`src/rtl/imm_pkg.sv`:
```
// imm_pkg: immediate format codes, RV opcodes and shift-amount width helper
package imm_pkg;

   typedef enum logic [2:0] {
      FMT_NONE  = 3'd0,
      FMT_I     = 3'd1,
      FMT_S     = 3'd2,
      FMT_B     = 3'd3,
      FMT_U     = 3'd4,
      FMT_J     = 3'd5,
      FMT_SHAMT = 3'd6,
      FMT_CSR   = 3'd7
   } imm_fmt_e;

   localparam logic [6:0] OPC_LOAD   = 7'b0000011;
   localparam logic [6:0] OPC_OP_IMM = 7'b0010011;
   localparam logic [6:0] OPC_JALR   = 7'b1100111;
   localparam logic [6:0] OPC_STORE  = 7'b0100011;
   localparam logic [6:0] OPC_BRANCH = 7'b1100011;
   localparam logic [6:0] OPC_JAL    = 7'b1101111;
   localparam logic [6:0] OPC_LUI    = 7'b0110111;
   localparam logic [6:0] OPC_AUIPC  = 7'b0010111;
   localparam logic [6:0] OPC_SYSTEM = 7'b1110011;

   function automatic int shamt_width(input int xlen);
      return (xlen == 64) ? 6 : 5;
   endfunction

endpackage

```
`src/rtl/imm_extract.sv`:
```
// imm_extract: combinational immediate extraction, format classification and malformed-encoding check
module imm_extract
   import imm_pkg::*;
#(
   parameter int XLEN = 32
) (
   input  logic [31:0]     inst_code,
   output logic [XLEN-1:0] imm,
   output imm_fmt_e        fmt,
   output logic            illegal
);

   localparam int SHW = shamt_width(XLEN);

   logic [6:0]  opc;
   logic [2:0]  f3;
   logic [5:0]  hi;
   logic        sh_bad;
   logic [63:0] w;

   assign opc = inst_code[6:0];
   assign f3  = inst_code[14:12];
   assign hi  = inst_code[31:26];

   // Built at 64 bits and truncated, so both XLEN values share one sign-extension path
   always_comb begin
      fmt = FMT_NONE;
      w   = '0;
      case (opc)
         OPC_LOAD, OPC_JALR: fmt = FMT_I;
         OPC_OP_IMM:         fmt = (f3 == 3'b001 || f3 == 3'b101) ? FMT_SHAMT : FMT_I;
         OPC_STORE:          fmt = FMT_S;
         OPC_BRANCH:         fmt = FMT_B;
         OPC_JAL:            fmt = FMT_J;
         OPC_LUI, OPC_AUIPC: fmt = FMT_U;
         OPC_SYSTEM:         fmt = (f3 != 3'b000) ? FMT_CSR : FMT_NONE;
         default:            fmt = FMT_NONE;
      endcase
      case (fmt)
         FMT_I:     w = {{52{inst_code[31]}}, inst_code[31:20]};
         FMT_S:     w = {{52{inst_code[31]}}, inst_code[31:25], inst_code[11:7]};
         FMT_B:     w = {{52{inst_code[31]}}, inst_code[7], inst_code[30:25], inst_code[11:8], 1'b0};
         FMT_J:     w = {{44{inst_code[31]}}, inst_code[19:12], inst_code[20], inst_code[30:21], 1'b0};
         FMT_U:     w = {{32{inst_code[31]}}, inst_code[31:12], 12'b0};
         FMT_SHAMT: w = {58'b0, (SHW == 6) & inst_code[25], inst_code[24:20]};
         FMT_CSR:   w = {59'b0, inst_code[19:15]};
         default:   w = '0;
      endcase
   end

   // inst[25] is shamt[5] on RV64 and must be zero on RV32; bits above it select srli/srai
   assign sh_bad  = ((SHW == 5) && inst_code[25]) ||
                    (hi != 6'b000000 && hi != 6'b010000) ||
                    (f3 == 3'b001 && hi != 6'b000000);
   assign illegal = (inst_code[1:0] != 2'b11) || (fmt == FMT_SHAMT && sh_bad);
   assign imm     = XLEN'(w);

endmodule

```
`src/rtl/imm_gen_pipe.sv`:
```
// imm_gen_pipe: registered immediate generator with main register plus skid entry on a valid/ready handshake
module imm_gen_pipe
   import imm_pkg::*;
#(
   parameter int XLEN   = 32,
   parameter int PASS_W = 32
) (
   input  logic              clk,
   input  logic              reset,
   input  logic              flush,
   input  logic              in_valid,
   output logic              in_ready,
   input  logic [31:0]       inst_code,
   input  logic [PASS_W-1:0] in_side,
   output logic              out_valid,
   input  logic              out_ready,
   output logic [XLEN-1:0]   out_imm,
   output imm_fmt_e          out_fmt,
   output logic              out_illegal,
   output logic [31:0]       out_inst,
   output logic [PASS_W-1:0] out_side
);

   typedef struct packed {
      logic [XLEN-1:0]   imm;
      imm_fmt_e          fmt;
      logic              ill;
      logic [31:0]       inst;
      logic [PASS_W-1:0] side;
   } ent_t;

   logic [XLEN-1:0] x_imm;
   imm_fmt_e        x_fmt;
   logic            x_ill;
   ent_t            in_e, main_q, main_d, skid_q, skid_d;
   logic            mv_q, mv_d, sv_q, sv_d, take, free;

   imm_extract #(.XLEN(XLEN)) u_extract (
      .inst_code (inst_code),
      .imm       (x_imm),
      .fmt       (x_fmt),
      .illegal   (x_ill)
   );

   assign in_e = '{imm: x_imm, fmt: x_fmt, ill: x_ill, inst: inst_code, side: in_side};
   assign take = in_valid & ~sv_q & ~flush;
   assign free = ~mv_q | out_ready;

   // Skid is only ever occupied while main is held, so a free main always takes skid first
   always_comb begin
      main_d = main_q;
      skid_d = skid_q;
      mv_d   = mv_q;
      sv_d   = sv_q;
      if (flush) begin
         mv_d = 1'b0;
         sv_d = 1'b0;
      end else if (free) begin
         mv_d   = sv_q | take;
         main_d = sv_q ? skid_q : (take ? in_e : main_q);
         sv_d   = 1'b0;
      end else if (take) begin
         skid_d = in_e;
         sv_d   = 1'b1;
      end
   end

   always_ff @(posedge clk) begin
      if (reset) begin
         mv_q   <= 1'b0;
         sv_q   <= 1'b0;
         main_q <= '0;
         skid_q <= '0;
      end else begin
         mv_q   <= mv_d;
         sv_q   <= sv_d;
         main_q <= main_d;
         skid_q <= skid_d;
      end
   end

   assign in_ready    = ~sv_q;
   assign out_valid   = mv_q;
   assign out_imm     = main_q.imm;
   assign out_fmt     = main_q.fmt;
   assign out_illegal = main_q.ill;
   assign out_inst    = main_q.inst;
   assign out_side    = main_q.side;

endmodule

```
`config.mk`:
```
export PLATFORM = sky130hd
export DESIGN_NAME = imm_gen_pipe
export DESIGN_NICKNAME = d
export VERILOG_FILES = /design/src/rtl/imm_pkg.sv /design/src/rtl/imm_extract.sv /design/src/rtl/imm_gen_pipe.sv
export SDC_FILE = /design/constraint.sdc
export NUM_CORES = 1
export LEC_CHECK = 0
export BUFFER_PORTS_ARGS = -buffer_cell sky130_fd_sc_hd__buf_2
export CORE_UTILIZATION = 59
export DETAILED_ROUTE_END_ITERATION = 7
export PLACE_DENSITY = 0.85
export SLEW_MARGIN = 30
export SYNTH_ARGS = -nofsm -noshare
export SYNTH_HDL_FRONTEND = slang
export SYNTH_SLANG_ARGS = --single-unit
```
`constraint.sdc`:
```
create_clock -name clk -period 6 [get_ports clk]
set_input_delay 0.3 -clock clk [delete_from_list [all_inputs] [get_ports clk]]
set_output_delay 0.3 -clock clk [all_outputs]
set_load 0.02 [all_outputs]
```
### After elaboration in Yosys (flattened, before gate mapping)

Index checks and enable logic that the tools add are counted.

| storage, ports and cells | value |
|---|---|
| bits in registers | 202 |
| bits of input ports | 69 |

| operators by class | value |
|---|---|
| bitwise operators | 8 |
| muxes and demuxes | 6 |
| equality and inequality tests | 20 |
| reduce and logical (&&, ||, !) cells | 16 |

Operators by type and width:

| kind | number |
|---|---|
| 32-bit one-hot mux with 7 select lines | 1 |
| 100-bit 2-to-1 mux | 2 |
| 7-bit equality test, second input constant | 4 |
| 3-bit one-hot mux with 7 select lines | 1 |
| 3-bit equality test, second input constant | 5 |
| 7-bit by 5-bit equality test with 1-bit output, second input constant | 2 |
| 7-bit by 6-bit equality test with 1-bit output, second input constant | 2 |
| 7-bit by 2-bit equality test with 1-bit output, second input constant | 1 |
| 3-bit by 1-bit equality test with 1-bit output, second input constant | 2 |
| 3-bit by 2-bit equality test with 1-bit output, second input constant | 2 |
| 3-bit 2-to-1 mux | 2 |
| 6-bit by 5-bit inequality test with 1-bit output, second input constant | 1 |
| 3-bit AND reduction | 2 |
| 6-bit nonzero test | 1 |
| 2-bit OR reduction | 3 |
| 1-bit logical OR | 4 |
| 1-bit NOT | 4 |
| 1-bit logical AND | 3 |
| 3-bit nonzero test | 1 |
| 3-bit OR reduction | 1 |
| 1-bit bitwise AND | 2 |
| 2-bit inequality test, second input constant | 1 |
| 1-bit bitwise OR | 2 |
| 2-bit nonzero test | 1 |

### Logic depth before layout (Yosys ltp)

Gate-level depths: netlist (run 1).

| logic depth | value |
|---|---|
| depth in word-level cells | 9 |
| mapped depth | 9 |

### Modules after synthesis

A second synthesis (run 1) with hierarchy kept.

| second synthesis, totals | value |
|---|---|
| cell total of the unflattened synthesis | 1,111 |
| area, all modules | 10,401.2 um^2 |

By module, submodules not included:

| module | cells each | instances | area an instance (um^2) |
|---|---|---|---|
| imm_gen_pipe | 1,009 | 1 | 9,654.3 |
| imm_extract | 102 | 1 | 747.0 |

### Worst setup path before layout (run 1)

No wires, ideal clock.

| path | value |
|---|---|
| kind | input -> register |
| from | in inst_code[13] |
| to | reg main_q (netlist bit out_imm[20]) |
| arrival | 1.826 ns |
| cell stages on the path | 8 |
| buffers on the path | 3 |
| setup slack | 4.023 ns |
| cells stage by stage | buf_2 -> nor3_1 -> o211ai_1 -> o2111ai_1 -> buf_4 -> a31o_2 -> clkbuf_1 -> a221oi_2 |

| on the way | value |
|---|---|
| longest elaborated chain between the ends | 8 |

Ends and longest elaborated chain:

| item | RTL line | text |
|---|---|---|
| start: declaration | imm_gen_pipe.sv:13 | `input logic [31:0] inst_code,` |
| 3-bit by 1-bit equality test with 1-bit output or 3-bit equality test (tied branches) | imm_extract.sv:31 | `OPC_OP_IMM: fmt = (f3 == 3'b001 \|\| f3 == 3'b101) ? FMT_SHAMT : FMT_I;` |
| 1-bit logical OR | imm_extract.sv:31 |  |
| 3-bit 2-to-1 mux | imm_extract.sv:31 |  |
| 3-bit one-hot mux with 7 select lines (*) | imm_extract.sv:29 | `case (opc)` |
| 3-bit equality test, or another cell as far along | imm_extract.sv:39 | `case (fmt)` |
| 32-bit one-hot mux with 7 select lines (*) | imm_extract.sv:39 |  |
| 100-bit 2-to-1 mux (*) (2 in series) | imm_gen_pipe.sv:60 | `main_d = sv_q ? skid_q : (take ? in_e : main_q);` |
| end signal: assignment | imm_gen_pipe.sv:77 | `main_q <= main_d;` |
| end: declaration | imm_gen_pipe.sv:35 | `ent_t in_e, main_q, main_d, skid_q, skid_d;` |

Mark *: on every way between the ends. The rest lies on a longest branch, timed or not. The select of a mux whose other input is x is not followed.
A chain may end at the register's enable or synchronous reset.

### Worst setup path after layout (run 1)

| path | value |
|---|---|
| from | reg sv_q |
| to | reg skid_q[96] in the netlist's numbering |

| on the way | value |
|---|---|
| longest elaborated chain between the ends | 4 |

Ends and longest elaborated chain:

| item | RTL line | text |
|---|---|---|
| start: declaration | imm_gen_pipe.sv:36 | `logic mv_q, mv_d, sv_q, sv_d, take, free;` |
| start signal: assignment | imm_gen_pipe.sv:76 | `sv_q <= sv_d;` |
| 1-bit NOT | imm_gen_pipe.sv:46 | `assign take = in_valid & ~sv_q & ~flush;` |
| 1-bit bitwise AND (2 in series) | imm_gen_pipe.sv:46 |  |
| 3-bit AND reduction (no source line) | -- |  |
| end signal: assignment | imm_gen_pipe.sv:78 | `skid_q <= skid_d;` |
| end: declaration | imm_gen_pipe.sv:35 |  |

No other way between the ends.

==> summary.txt, run 1 <==
layout cells sized above 1 = 0.2114
CP Capture Type = flip-flop
Mapped Area = 8477 um^2
Final setup viols = 0
synthesized flop and latch total = 202
fillcell total = 1078
mux cell area share after synthesis = 0.07557
endpoints failing hold = 0
fin crit period = 3.232 ns
Unique masters post-synth = 53
Critical Path AT = 3.60 ns
H-tree levels = 1
Post-synth EDFFs = 0
Reg area = 4048 um^2
setup_tns = 0 ns
largest net degree at the start of global routing = 93
HPWL Detailed = 13.09 mm
reg2reg end = skid_q[96]$_SDFFE_PP0P_
RR Startpoint = sv_q$_SDFFE_PP0P_
Clock Root Buffer = clkbuf_16
unrepaired setup endpoints after global routing = false
CP startpoint kind = flip-flop
Routed WL = 20.86 mm
sequential share of the synthesized area = 0.4770
first-pass GRT wire length = 32.73 mm
maximum VDD drop = 0.2434 mV
Tot GR Track Use = 0.2714
critical path class = flip-flop to flip-flop
Vias = 7642
Num CTS Buffers = 20
P&R area growth vs syn = 17.40%
Iteration-0 DRC Markers = 748
Via-to-Cell Ratio = 5.869
Simple-Gate Fraction of Synth Area = 0.1811
setup slack at placement = 3.001 ns
Worst Skew = 0.01063 ns
launch point of the worst path = sv_q$_SDFFE_PP0P_
Register-to-Register Path Depth = 5
number of global-route vias before repair = 6724
period utilisation layout = 0.5386
Non-Filler Instances = 1302
Post-CTS Setup Bufs = 0
DRT antenna net count = 0
critical path data required time = 6.37 ns
number of max-slew violations in the final report = 0
Post-Syn Instances = 999
Placer Congestion = 0.8886
worst-skew pair later-pin latency = 0.48 ns
R2R Setup Slk = 2.77 ns
Synth Area in Compound Gates = 0.2215
die footprint = 14850 um^2
Ys Warns = 0
most frequent cells in the layout = dfxtp_1 (201), nand2_1 (181), buf_2 (169), nor2_1 (118), a211oi_1 (82)
Post-CTS Resized = 0
critical path fanouts, max = 56
hold buffers post-CTS = 0
Worst slew margin = 0.3885
adder-cell area share of the yosys netlist = 0
Avg Cell Area, Syn = 8.485 um^2
I/O Buffers = 170
Mapped Nets = 1068
fin nets = 1178
hold crit path type = input pin to flip-flop
TritonCTS sink count = 202
Die Ht = 121.9 um
Power Dens Cells = 296.4 nW/um^2
initial antenna violation count = 1
most common cell after layout, fill and taps aside = dfxtp_1
Rows = 43
Avg WL per Cell = 16.02 um
Setup WS post-layout = 2.768 ns
max cap viols = 0
Synth Area in XOR/XNOR = 0
DR pass1 iterations = 5
Core Area = 13930 um^2
leakage = 3.761 nW
status = finished clean
num ports = 171
area occupied by multi-input gates = 4094 um^2
DIE WIDTH = 121.9 um
Inst Count DP = 1267
fmax = 0.3095 GHz
Clock Tree Buf Depth = 3
CTS tree = yes
GRT overflow = 0
leading register cell type out of synthesis = dfxtp_1
Setup crit end = skid_q[96]$_SDFFE_PP0P_
Initial Util = 0.6083
Post-route DRC = 0
largest family of logic cells by synthesized area = compound AO/OA/AOI/OAI gates
ys async rst share = 0
Worst-Margin Slew = 0.9173 ns
clock-pin slew on the worst setup and hold paths = 0.06 ns
[per-layer routing]
metal / track usage / routed length, um / vias up / part of all wire
met2: 0.4329 / 9812 / 265 / 0.47
met5: 0 / 0 / - / 0
met1: 0.3680 / 9086 / 3580 / 0.44
met3: 0.04448 / 1384 / 45 / 0.066
met4: 0.1019 / 577 / 0 / 0.028
li1: - / - / 3752 / -
[area by class of cell]
type | count | share of cell area
Multi-Input combinational cell | 704 | 0.4114
Sequential cell | 202 | 0.4067
Timing Repair Buffer | 178 | 0.09178
Clock buffer | 31 | 0.06462
Tap cell | 180 | 0.02263
Clock inverter | 3 | 0.001509
Inverter | 3 | 0.001132
Antenna cell | 1 | 0.0002514
[state kept, by name, summed over array words and instances (netlist names)]
signal       count
out_fmt          3
out_illegal      1
out_inst        32
out_valid        1
out_side        32
skid_q         100
sv_q             1
out_imm         32
[logic make-up (layout without fill, tap and decap cells)]
group                  count (synthesis)  count (layout)
flip-flops                           202             202
other                                  0               1
buffers and inverters                 93             215
AO/OA/AOI/OAI                        275             275
multiplexers                          64              64
AND/OR/NAND/NOR                      365             365
[synthesized netlist by cell type (5+ instances only)]
cell type | number | area [um^2]
nor3_1 | 31 | 155.2
dfxtp_1 | 202 | 4044
a22oi_1 | 7 | 52.55
buf_2 | 6 | 30.03
o21ai_0 | 51 | 255.2
a221oi_1 | 7 | 61.31
a22o_1 | 11 | 96.34
a221oi_2 | 10 | 150.1
nor2_1 | 118 | 442.9
nand2_1 | 182 | 683.2
a211oi_1 | 83 | 623.1
a21oi_1 | 76 | 380.4
buf_1 | 5 | 18.77
mux2i_1 | 64 | 640.6
or3_1 | 6 | 37.54
clkbuf_1 | 75 | 281.5
[worst min-delay path by stage]
stage / start / to / slack, ns / depth (start not counted)
2_1_floorplan: flush / out_valid$_SDFFE_PP0P_ / 0.38 / 1
3_3_place_gp: out_imm[18]$_SDFFE_PP0P_ / out_imm[18]$_SDFFE_PP0P_ / 0.43 / 2
6_report: flush / sv_q$_SDFFE_PP0P_ / 0.04 / 2
5_1_grt: flush / sv_q$_SDFFE_PP0P_ / 0.06 / 2
4_1_cts: flush / sv_q$_SDFFE_PP0P_ / 0.04 / 2
3_5_place_dp: out_imm[17]$_SDFFE_PP0P_ / out_imm[17]$_SDFFE_PP0P_ / 0.44 / 2
[critical path, stage by stage (launching register included)]
cell and delay [ns]:
dfxtp_4 0.53, nor3_1 0.63, and2_2 0.64, buf_4 0.61, nor2_1 0.33, a22o_1 0.33
[power breakdown]
group / internal (mW) / switching [mW]
registers: 1.39 / 0.0223
logic: 0.102 / 0.207
clock network: 0.733 / 0.500
[stage by stage]
step / total power [mW] / area [um^2] / hold WS [ns] / util
4_1_cts: 2.966 / 9941 / 0.03713 / 0.7134
5_1_grt: 3.058 / 9952 / 0.05697 / 0.7142
2_1_floorplan: 1.634 / 8477 / 0.3785 / -
6_report: 2.950 / 9952 / 0.04447 / 0.7142
3_3_place_gp: 1.737 / 9278 / 0.4321 / 0.6658
3_5_place_dp: 1.744 / 9283 / 0.4385 / 0.6662
No activity file was read; power rests on OpenSTA's default activity.
==> run 2, diff against run 1 <==
CORE_UTILIZATION = 50   (was 59)
PLACE_DENSITY = 0.77   (was 0.85)
clock period = 2.6 ns   (was 6 ns; I/O delays follow)
==> run 2 against run 1 <==
  * Clock power grew to 2.5 times the previous value
  * Critical path type is now flip-flop to output port
  * Die area up 18%
  * Register-to-register slack got worse by 2.2 ns
  * Routed wire length rose by 12%
  * Final cell count rose by 9.4%
  * Highest routed layer unchanged
  * Largest cell class unchanged
  * Largest power group unchanged
  * Utilization decreased by 5.9 points
==> summary.txt, run 2 (synthesis gave the netlist of run 1 again) <==
fillcell total = 1411
Inst Count DP = 1321
Vias = 7903
GRT overflow = 0
Worst Skew = 0.01441 ns
fin nets = 1259
Critical Path AT = 2.04 ns
critical path fanouts, max = 83
H-tree levels = 1
Avg WL per Cell = 16.35 um
Worst slew margin = 0.4997
DR pass1 iterations = 5
Initial Util = 0.5112
Rows = 47
maximum VDD drop = 0.4739 mV
diode count = 0
Num CTS Buffers = 22
Post-CTS Setup Bufs = 0
leakage = 4.148 nW
Placer Congestion = 0.9061
CTS tree = yes
P&R area growth vs syn = 28.15%
Cell Chain, Critical Path = buf_12 -> inv_1 -> buf_4 -> buf_2
Post-route DRC = 0
num ports = 171
critical path class = flip-flop to output port
Via-to-Cell Ratio = 5.550
I/O Buffers = 170
Die Ht = 132.2 um
Cells on Worst Hold Path = 3
CP startpoint kind = flip-flop
number of max-slew violations in the final report = 0
clock-pin slew on the worst setup and hold paths = 0.06 ns
Worst-Margin Slew = 0.7455 ns
max FFs per register = 100
Biggest register = skid_q
most frequent cells in the layout = dfxtp_1 (201), nand2_1 (181), buf_2 (169), nor2_1 (118), a211oi_1 (83)
Non-Filler Instances = 1424
die footprint = 17480 um^2
hold crit path type = input pin to flip-flop
Register-to-Register Path Depth = 5
period utilisation layout = 0.8349
layout cells sized above 1 = 0.2085
CP max stage cell = dfxtp_4
fmax = 0.4607 GHz
setup_tns = 0 ns
number of global-route vias before repair = 7398
CP Capture Type = output port
Iteration-0 DRC Markers = 470
first-pass GRT wire length = 37.60 mm
Clock Tree Buf Depth = 3
Hold Slack = 0.04190 ns
R2R Setup Slk = 0.57 ns
Util after Layout = 0.6550
Final setup viols = 0
TritonCTS sink count = 202
unrepaired setup endpoints after global routing = false
fin crit period = 2.171 ns
DIE WIDTH = 132.2 um
largest net degree at the start of global routing = 103
endpoints failing hold = 0
critical path data required time = 2.47 ns
Tot GR Track Use = 0.2613
max cap viols = 0
Clock Root Buffer = clkbuf_16
status = finished clean
HPWL Detailed = 14.22 mm
worst-skew pair later-pin latency = 0.50 ns
Core Area = 16580 um^2
Routed WL = 23.28 mm
Post-CTS Resized = 0
Power Dens Cells = 658.7 nW/um^2
delay of the slowest critical-path stage = 0.49 ns
most common cell after layout, fill and taps aside = dfxtp_1
initial antenna violation count = 0
DRT antenna net count = 0
==> run 2: per-stage QoR <==
stage	cell area, um^2	total power, mW	setup slack [ns]
after detailed placement	9495	4.048	0.4535
after global routing	10860	7.394	0.2898
final	10860	7.155	0.4292
after CTS	10860	7.193	0.4076
after global placement	9495	4.036	0.5725
after floorplan	8477	3.772	0.6848
==> run 2: what timing repair did <==
item / 4_1_cts / 5_1_grt
hold endpoints to repair: 106 / 0
hold buffers: 65 / 0
endpoints found under the setup margin: 0 / 0
==> run 2: final timing paths <==
path	startpoint	to
max reg2reg	sv_q$_SDFFE_PP0P_	out_imm[4]$_SDFFE_PP0P_
max	sv_q$_SDFFE_PP0P_	in_ready
min	inst_code[4]	skid_q[36]$_SDFFE_PP0P_
min reg2reg	out_imm[14]$_SDFFE_PP0P_	out_imm[14]$_SDFFE_PP0P_
==> run 2: power breakdown <==
part | internal (mW) | switching [mW]
clock network | 1.86 | 1.23
registers | 3.20 | 0.0522
logic | 0.311 | 0.507
total | 5.37 | 1.79
==> run 2: final cells by class <==
class                      count  area [um^2]  area share
clock buffer                  33        663.1     0.06105
clock inverter                 5        53.80    0.004953
inverter                       3        11.26    0.001037
multi-input combinational    704         4080      0.3756
sequential                   202         4048      0.3726
tap                          220        275.3     0.02534
timing repair buffer         257         1732      0.1594
==> run 2: critical path, delay by kind of cell (launching register included) <==
family / cells / cell delay [ns]
buf+inv: 4 / 1.01
flops: 1 / 0.49
==> run 2: metal layers <==
layer  vias to the layer above  track usage  part of all wire
li1                       3913            -                 -
met1                      3686       0.3501              0.45
met2                       256       0.4315              0.47
met3                        48      0.03537             0.059
met4                         0      0.09323             0.027
met5                         -            0                 0
